### config.mk
export PLATFORM = sky130hd
export DESIGN_NAME = alu_issue
export DESIGN_NICKNAME = d
export VERILOG_FILES = /design/src/rtl/cpu_pkg.sv /design/src/rtl/alu_issue_dec.sv /design/src/rtl/alu_issue.sv
export SDC_FILE = /design/constraint.sdc
export NUM_CORES = 1
export LEC_CHECK = 0
export BUFFER_PORTS_ARGS = -buffer_cell sky130_fd_sc_hd__buf_2
export CAP_MARGIN = 20
export CORE_ASPECT_RATIO = 1.5
export CORE_MARGIN = 2
export CORE_UTILIZATION = 57
export DETAILED_ROUTE_END_ITERATION = 8
export PLACE_DENSITY = 0.85
export SLEW_MARGIN = 20
export SYNTH_ARGS = -nofsm -noshare
export SYNTH_HDL_FRONTEND = slang
export SYNTH_SLANG_ARGS = --single-unit
### constraint.sdc
create_clock -name clk -period 4.8 [get_ports clk]
set_input_delay 0.48 -clock clk [delete_from_list [all_inputs] [get_ports clk]]
set_output_delay 0.48 -clock clk [all_outputs]
set_load 0.01 [all_outputs]
### src/rtl/cpu_pkg.sv
// Shared CPU constants: ALU control codes, base opcodes and the decoded issue entry.
package cpu_pkg;

  localparam logic [3:0] CNTL_ADD  = 4'b0000;
  localparam logic [3:0] CNTL_SLT  = 4'b0001;
  localparam logic [3:0] CNTL_SLTU = 4'b0010;
  localparam logic [3:0] CNTL_AND  = 4'b0011;
  localparam logic [3:0] CNTL_OR   = 4'b0100;
  localparam logic [3:0] CNTL_XOR  = 4'b0101;
  localparam logic [3:0] CNTL_SLL  = 4'b0110;
  localparam logic [3:0] CNTL_SRL  = 4'b0111;
  localparam logic [3:0] CNTL_SUB  = 4'b1000;
  localparam logic [3:0] CNTL_SRA  = 4'b1001;
  localparam logic [3:0] CNTL_AM   = 4'b1010;

  localparam logic [6:0] OPC_OP      = 7'b0110011;
  localparam logic [6:0] OPC_OP_IMM  = 7'b0010011;
  localparam logic [6:0] OPC_BRANCH  = 7'b1100011;
  localparam logic [6:0] OPC_CUSTOM0 = 7'b0001011;

  typedef struct packed {
    logic [31:0] srca;
    logic [31:0] srcb;
    logic [3:0]  cntl;
    logic        not_s;
    logic        is_branch;
    logic [2:0]  br_f3;
    logic        illegal;
  } issue_t;

  // Value presented on the outputs while in reset: zero operands, ADD, signed.
  localparam issue_t ISSUE_RESET = '{
    srca: '0, srcb: '0, cntl: CNTL_ADD, not_s: 1'b1,
    is_branch: 1'b0, br_f3: '0, illegal: 1'b0
  };

  typedef enum logic [1:0] {
    BUF_EMPTY = 2'd0,
    BUF_ONE   = 2'd1,
    BUF_FULL  = 2'd2
  } buf_state_t;

  // instr[30] means SUB only for register-register ADD; it always means SRA for funct3 101.
  function automatic logic [3:0] f3_to_cntl(input logic [2:0] f3, input logic alt,
                                            input logic reg_form);
    logic [3:0] c;
    case (f3)
      3'b000:  c = (alt && reg_form) ? CNTL_SUB : CNTL_ADD;
      3'b001:  c = CNTL_SLL;
      3'b010:  c = CNTL_SLT;
      3'b011:  c = CNTL_SLTU;
      3'b100:  c = CNTL_XOR;
      3'b101:  c = alt ? CNTL_SRA : CNTL_SRL;
      3'b110:  c = CNTL_OR;
      default: c = CNTL_AND;
    endcase
    return c;
  endfunction

endpackage

### src/rtl/alu_issue_dec.sv
// Combinational decode of an RV32 word into ALU operands and control for alu_issue.
module alu_issue_dec
  import cpu_pkg::*;
(
  input  logic [31:0] instr,
  input  logic [31:0] rs1,
  input  logic [31:0] rs2,
  output issue_t      dec
);

  logic [6:0]  opcode;
  logic [2:0]  f3;
  logic [31:0] imm_i;
  logic        unused_fields;

  assign opcode        = instr[6:0];
  assign f3            = instr[14:12];
  assign imm_i         = {{20{instr[31]}}, instr[31:20]};
  assign unused_fields = ^{instr[19:15], instr[11:7]};

  always_comb begin
    dec         = ISSUE_RESET;
    dec.illegal = 1'b1;
    case (opcode)
      OPC_OP: begin
        dec.illegal = 1'b0;
        dec.srca    = rs1;
        dec.srcb    = rs2;
        dec.cntl    = f3_to_cntl(f3, instr[30], 1'b1);
        dec.not_s   = (f3 != 3'b011);
      end
      OPC_OP_IMM: begin
        dec.illegal = 1'b0;
        dec.srca    = rs1;
        dec.srcb    = imm_i;
        dec.cntl    = f3_to_cntl(f3, instr[30], 1'b0);
        dec.not_s   = (f3 != 3'b011);
      end
      OPC_BRANCH: begin
        if (f3[2:1] != 2'b01) begin
          dec.illegal   = 1'b0;
          dec.srca      = rs1;
          dec.srcb      = rs2;
          dec.is_branch = 1'b1;
          dec.br_f3     = f3;
          case (f3[2:1])
            2'b00:   dec.cntl = CNTL_SUB;
            2'b10:   dec.cntl = CNTL_SLT;
            default: dec.cntl = CNTL_SLTU;
          endcase
          dec.not_s = (f3[2:1] != 2'b11);
        end
      end
      OPC_CUSTOM0: begin
        if (f3 == 3'b000) begin
          dec.illegal = 1'b0;
          dec.srca    = rs1;
          dec.srcb    = rs2;
          dec.cntl    = CNTL_AM;
        end
      end
      default: ;
    endcase
  end

endmodule

### src/rtl/alu_issue.sv
// ALU issue stage: decodes one instruction per transfer into a 2-entry skid buffer.
module alu_issue
  import cpu_pkg::*;
(
  input  logic        clk,
  input  logic        rst_n,
  input  logic        flush,
  input  logic        in_valid,
  output logic        in_ready,
  input  logic [31:0] in_instr,
  input  logic [31:0] in_rs1,
  input  logic [31:0] in_rs2,
  output logic        out_valid,
  input  logic        out_ready,
  output logic [31:0] out_srca,
  output logic [31:0] out_srcb,
  output logic [3:0]  out_cntl,
  output logic        out_not_s,
  output logic        out_is_branch,
  output logic [2:0]  out_br_f3,
  output logic        out_illegal
);

  issue_t     dec;
  issue_t     head_q, head_d;
  issue_t     tail_q, tail_d;
  buf_state_t state_q, state_d;
  logic       push, pop;

  alu_issue_dec u_dec (
    .instr (in_instr),
    .rs1   (in_rs1),
    .rs2   (in_rs2),
    .dec   (dec)
  );

  assign push = in_valid && in_ready && !flush;
  assign pop  = out_valid && out_ready;

  // head always drives the outputs; tail only holds the second entry when full.
  always_comb begin
    state_d = state_q;
    head_d  = head_q;
    tail_d  = tail_q;
    if (flush) begin
      state_d = BUF_EMPTY;
    end else begin
      case (state_q)
        BUF_EMPTY: begin
          if (push) begin
            head_d  = dec;
            state_d = BUF_ONE;
          end
        end
        BUF_ONE: begin
          case ({push, pop})
            2'b11: head_d = dec;
            2'b10: begin
              tail_d  = dec;
              state_d = BUF_FULL;
            end
            2'b01: state_d = BUF_EMPTY;
            default: ;
          endcase
        end
        BUF_FULL: begin
          if (pop) begin
            head_d  = tail_q;
            state_d = BUF_ONE;
          end
        end
        default: state_d = BUF_EMPTY;
      endcase
    end
  end

  always_ff @(posedge clk or negedge rst_n) begin
    if (!rst_n) begin
      state_q   <= BUF_EMPTY;
      head_q    <= ISSUE_RESET;
      tail_q    <= ISSUE_RESET;
      out_valid <= 1'b0;
      in_ready  <= 1'b1;
    end else begin
      state_q   <= state_d;
      head_q    <= head_d;
      tail_q    <= tail_d;
      out_valid <= (state_d != BUF_EMPTY);
      in_ready  <= (state_d != BUF_FULL);
    end
  end

  assign out_srca      = head_q.srca;
  assign out_srcb      = head_q.srcb;
  assign out_cntl      = head_q.cntl;
  assign out_not_s     = head_q.not_s;
  assign out_is_branch = head_q.is_branch;
  assign out_br_f3     = head_q.br_f3;
  assign out_illegal   = head_q.illegal;

endmodule

======== After elaboration in Yosys (flattened, before gate mapping) ========
Index checks and enable logic that the tools add are counted.
storage, ports and cells
  flip-flop bits (word level) ............. 152
  bits in latches ......................... 0
  memory bits (writable) .................. 0
  memory bits (read-only) ................. 0
  input port bits ......................... 101
  word-level logic and storage cells ...... 74
  memories ................................ 0
cells by class
  $add $sub $neg .......................... 0
  $mul .................................... 0
  divide/modulo/power cells ............... 0
  $lt $le $gt $ge ......................... 0
  equal/unequal tests ..................... 23
  shift-type cells ........................ 0
  mux-type cells .......................... 21
  bitwise logic cells ..................... 1
  reduce and logical (&&, ||, !) cells .... 12
operators by type and width
  operator                                              number
  two-way mux 74 bit                                    4
  case mux 68 bit (4 select lines)                      1
  case mux 74 bit (3 select lines)                      1
  two-way mux 68 bit                                    1
  case mux 4 bit (7 select lines)                       2
  two-way mux 4 bit                                     3
  equality test 3 bit (second input constant)           3
  equality test 2 bit (second input constant)           4
  != test 2 bit (second input constant)                 4
  case mux 4 bit (2 select lines)                       1
  equality test 7 x 4 -> 1 bit (second input constant)  1
  equality test 7 x 5 -> 1 bit (second input constant)  1
  equality test 7 x 6 -> 1 bit (second input constant)  1
  equality test 7 bit (second input constant)           1
  equality test 3 x 2 -> 1 bit (second input constant)  2
  two-way mux 2 bit                                     3
  case mux 2 bit (3 select lines)                       1
  AND reduction 5 bit                                   1
  equality test 2 x 1 -> 1 bit (second input constant)  2
  zero test 2 bit                                       2
  != test 2 x 1 -> 1 bit (second input constant)        2
  case mux 2 bit (2 select lines)                       1
  equality test 3 x 1 -> 1 bit (second input constant)  1
  logical AND 1 bit                                     3
  other kinds (11)                                      11

======== Longest topological paths before layout ========
  depth in word-level cells ............... 7
  gate-level depth with buffers ........... 8
  mapped depth without buffers ............ 5

======== By module ========
Synthesis repeated with hierarchy kept, for this count alone.
second synthesis, totals
  cells, all modules ...................... 540
  area total of the unflattened synthesis .. 8010.2 um2
by module, submodules not included
  module         instances  cells an instance  area each (um2)  seq. area each (um2)
  alu_issue      1          416                7055.5           3807.4
  alu_issue_dec  1          124                954.7            0.0

======== Worst setup path before layout ========
OpenSTA, ideal clock, no wires.
  path kind ............................... in2reg
  from .................................... in in_instr[14]
  to ...................................... reg head_q, in the netlist out_srca[10]
  setup time .............................. 126 ps
  data arrival time ....................... 1694 ps
  data required time ...................... 4674 ps
  path slack .............................. 2980 ps
  stages .................................. 8
  path buffers ............................ 3
  path through ............................ buf_4 > nand2b_4 > nand4b_1 > and3_1 > buf_4 > nor2_8 > buf_6 > a221o_1
on the way
  longest elaborated chain between the ends .. 5
RTL lines
  item                                                              line                                      source
  from (decl)                                                       alu_issue.sv:10                           input logic [31:0] in_instr,
  != test 2 x 1 -> 1 bit / zero test 3 bit (equally long branches)  alu_issue_dec.sv:40, alu_issue_dec.sv:55
  two-way mux 74 bit / two-way mux 68 bit (equally long branches)   alu_issue_dec.sv:40, alu_issue_dec.sv:55
  case mux 68 bit (4 select lines) *                                alu_issue_dec.sv:24                       case (opcode)
  two-way mux 74 bit (on tied branches)                             alu_issue.sv:56, alu_issue.sv:50
  case mux 74 bit (3 select lines) *                                alu_issue.sv:48                           case (state_q)
  to (signal assigned)                                              alu_issue.sv:80                           head_q <= ISSUE_RESET;
  to (signal assigned)                                              alu_issue.sv:86                           head_q <= head_d;
  to (decl)                                                         alu_issue.sv:25                           issue_t head_q, head_d;
Mark *: on every way between the ends. The rest lies on a longest branch, timed or not. The select of a mux whose other input is x is not followed.
A chain may end at the register's enable or synchronous reset.

======== Final worst setup path ========
  from .................................... reg state_q[0]
  to ...................................... reg head_q, in the netlist out_srcb[29]
on the way
  longest elaborated chain between the ends .. 3
RTL lines
  item                                                                   line             source
  from (decl)                                                            alu_issue.sv:27  buf_state_t state_q, state_d;
  from (signal assigned)                                                 alu_issue.sv:85  state_q <= state_d;
  equality test 2 x 1 -> 1 bit, or another cell as far along             alu_issue.sv:48
  != test 2 x 1 -> 1 bit (no source line), or another cell as far along  -
  AND reduction 5 bit (no source line)                                   -
Several ways; a longest one is shown, not always the timed one.

==> results list <==
- Summed over all cells, the static leakage comes to 3.952 nW.
- For this run, the number of Yosys warnings is 0.
- After routing, the total negative slack on setup checks comes to 0 ns.
- For this block, the via count after detailed routing is 6,075.
- The final count of hold timing violations is 0.
* Number of remaining DRC errors: 0
- Setup slack of the most critical reg-to-reg path: 1.86 ns
- Across the run, the number of max-cap violations was 0.
- The H-tree was split into 4 levels.
* Pin count of the biggest net entering global routing: 115
- Yosys mapped the design onto 51 distinct sky130hd cell types.
- Clock tree from TritonCTS: done
- Number of filler instances in the final layout: 868
* Diode insertion count for antenna repair: 0
* Ys flop type: sky130_fd_sc_hd__dfrtp_1
* Post-CTS Setup Repair Bufs: 0
- Part of the total power dissipated in sequential elements: 0.441
- Relative to the synthesized area, the layout overhead comes to 21.62%.
- The worst register-to-register path begins at state_q[0]$_DFF_PN0_.
- Total of buffers placed on input and output ports: 166
* Routed length per instance: 18.29 um
- Setup repair after global routing missed its margin: false
* Flops & latches, synth: 152
- Worst EP arrival: 3.24 ns
- The number of global-route vias before repair came to 6,104.
- Final Cycle Share: 0.6127
- The share of total power dissipated in combinational logic is 0.146.
* Measured slew at the worst slew-check pin: 0.9971 ns
* Clock transition at the registers of the reported paths: 0.07 ns
* Worst reg2reg path depth: 7
- Clock latency on the worst-skew pair: 0.42 ns
* Kind of path behind the tightest hold check: primary input to async pin
* Via density per instance: 6.099
* Result of the run: completed
* Antenna violations before repair: 0
- Startpoint-to-endpoint class of the critical path: flop to flop
* Post-synthesis cell count: 696
* Internal: 2.725 mW
- DP Wirelength: 11.62 mm
* Achievable clock frequency: 0.3400 GHz
- Across the VDD grid, the largest voltage drop is 248.8 uV.
- PostCTS Resize Cnt: 0
- EDFF count, synth: 0
* Largest clock skew in the final design: 0.009510 ns
- Commonest non-fill, non-tap cell in the layout: sky130_fd_sc_hd__buf_2
- Worst-path maximum fanout: 47
- TritonCTS created 17 clock buffers.
- Final nets: 935
- P_sw: 0.9576 mW
- The synthesized netlist occupies a cell area of 6818 um2.
* CP Capture Type: flop
- Of the post-synthesis cell area, the dominant cell type holds 0.5469.
- Counting flops with an async set or reset pin after synthesis yields a share of 1.000.
* Initial standard-cell utilization of the core: 0.5882
- Post-synthesis net count: 797
- Average footprint of a synthesized cell: 9.796 um2
- The clock period could shrink to 2.941 ns.
- The endpoint identified for the worst register-to-register timing path is out_srcb[29]$_DFFE_PN0P_.
* Hold Buf Count CTS: 0
- Element type at the critical path start: flop
* Leftover overflow at the end of global routing: 0
- In this run the vertical extent of the chip is 137.9 um.
- In this run the core area contains 48 standard-cell rows.
- Setup slack closes at 1.859 ns.
* Initial detailed-routing violation count: 473
- Leading post-synthesis cells by cell area: sky130_fd_sc_hd__dfrtp_1, sky130_fd_sc_hd__nand2_1, sky130_fd_sc_hd__a221o_1, sky130_fd_sc_hd__nor2_1, sky130_fd_sc_hd__and3_1
- Share of post-route cells with drive strength above 1: 0.2695
* Final setup vio count: 0
- Sequential-to-total area share from yosys stat: 0.5585
- Pwr Density: 444.1 nW/um2
- First-pass iteration count of the detailed router: 5
* Power share of the clock group: 0.413
* Dpl ws: 1.975 ns
- The clock drives 152 sinks.
- Drt total wl: 18.22 mm
- In this run the clock root is driven by a sky130_fd_sc_hd__clkbuf_16.
- In this run the tightest slew margin relative to its limit is 0.3353.
- Net switching fraction of the power: 0.2601
* Antenna-violating nets left: 0
* DIE AREA: 12,870 um2
* Overall routing resource usage: 0.2878
- Cell type with the largest total area after synthesis: sky130_fd_sc_hd__dfrtp_1
- Total I/O pin count: 177
* First-pass GRT wire length: 29.24 mm
- Data required time of the critical path: 5.10 ns
- The region available for standard cell placement spans 11,590 um2.
- In this run the deepest clock path goes through 2 buffers.
* GP Congestion: 0.8995
- The library cells used most frequently in the layout, excluding fill and tap cells, are sky130_fd_sc_hd__buf_2, sky130_fd_sc_hd__dfrtp_1, sky130_fd_sc_hd__nand2_1, sky130_fd_sc_hd__nor2_1, sky130_fd_sc_hd__and3_1.
* Number of pins exceeding their max-slew limit in the final report: 0
* Die extent in x: 93.30 um
-- flip-flops by register name, summed over array words and instances (netlist names) --
| signal | flops |
|---|---|
| tail_q | 74 |
| out_srca | 32 |
| out_srcb | 32 |
| out_cntl | 4 |
| out_br_f3 | 3 |
| state_q | 2 |
| in_ready | 1 |
| out_illegal | 1 |
| out_is_branch | 1 |
| out_not_s | 1 |
| out_valid | 1 |
-- metrics by stage --
stage | area (um2) | hold WS (ns) | utilization | std cells | power (mW)
after floorplan | 6818 | 0.1844 | - | 696 | 1.932
after global placement | 7602 | 0.4538 | 0.6559 | 964 | 2.126
after detailed placement | 7602 | 0.4620 | 0.6559 | 964 | 2.173
after CTS | 8278 | 0.2568 | 0.7142 | 995 | 3.693
after global routing | 8292 | 0.2550 | 0.7154 | 996 | 3.825
final | 8292 | 0.1839 | 0.7154 | 996 | 3.682
-- kinds of logic (layout without fill, tap and decap cells) --
kind of cell	Yosys count	count (layout)	synth area share
buf+inv	60	210	0.05065
compound gates	171	171	0.1769
mux	2	2	0.003120
simple gates	310	310	0.2096
flops	152	152	0.5585
xor+xnor	1	1	0.001285
-- layer usage --
metal  part of all wire  GRT usage
met1               0.40     0.3566
met2               0.51     0.4960
met3              0.074    0.06250
met4              0.020     0.1054
met5                  0          0
-- worst max-delay path, stage by stage, from the launching register on --
cell and delay, ns:
sky130_fd_sc_hd__dfrtp_1 0.44, sky130_fd_sc_hd__nor2b_4 0.12, sky130_fd_sc_hd__buf_4 0.41, sky130_fd_sc_hd__nand3_1 0.22, sky130_fd_sc_hd__a21oi_4 0.70, sky130_fd_sc_hd__buf_4 0.52
sky130_fd_sc_hd__nor2_1 0.09, sky130_fd_sc_hd__a211oi_1 0.31
-- power by group through the flow --
stage	Sequential (mW)	Clock [mW]	Combinational, mW
after floorplan	1.65	0	0.281
after global placement	1.62	0	0.507
after detailed placement	1.64	0	0.535
after CTS	1.62	1.53	0.540
after global routing	1.64	1.58	0.600
final	1.62	1.52	0.539
-- how the worst max path moves through the flow --
stage / end / from / slack [ns]
after floorplan: out_srca[10]$_DFFE_PN0P_ / in_instr[14] / 2.98
after global placement: out_srcb[7]$_DFFE_PN0P_ / state_q[0]$_DFF_PN0_ / 2.08
after detailed placement: out_srcb[2]$_DFFE_PN0P_ / state_q[0]$_DFF_PN0_ / 1.98
after CTS: out_srcb[29]$_DFFE_PN0P_ / state_q[0]$_DFF_PN0_ / 1.88
after global routing: out_srcb[2]$_DFFE_PN0P_ / state_q[1]$_DFF_PN0_ / 1.68
final: out_srcb[29]$_DFFE_PN0P_ / state_q[0]$_DFF_PN0_ / 1.86
-- cell usage after synthesis, drive strengths merged (11+ instances only) --
master and count:
and3 35, a221o 34, buf 30, nor3 34, clkbuf 28, dfrtp 149, a31oi 12, nand2 134
a21oi 32, o21ai 46, a311oi 11, a211oi 24, nor2 79
-- area by class of cell --
cell class | count | area [um2] | share of cell area
Sequential cell | 152 | 3807 | 0.4592
Multi-Input combinational cell | 484 | 2688 | 0.3241
Timing Repair Buffer | 177 | 925.9 | 0.1117
Clock buffer | 19 | 452.9 | 0.05462
Clock inverter | 12 | 222.7 | 0.02686
Tap cell | 150 | 187.7 | 0.02263
Inverter | 2 | 7.507 | 0.0009054
Note: power is estimated with default switching activity, not from simulation.
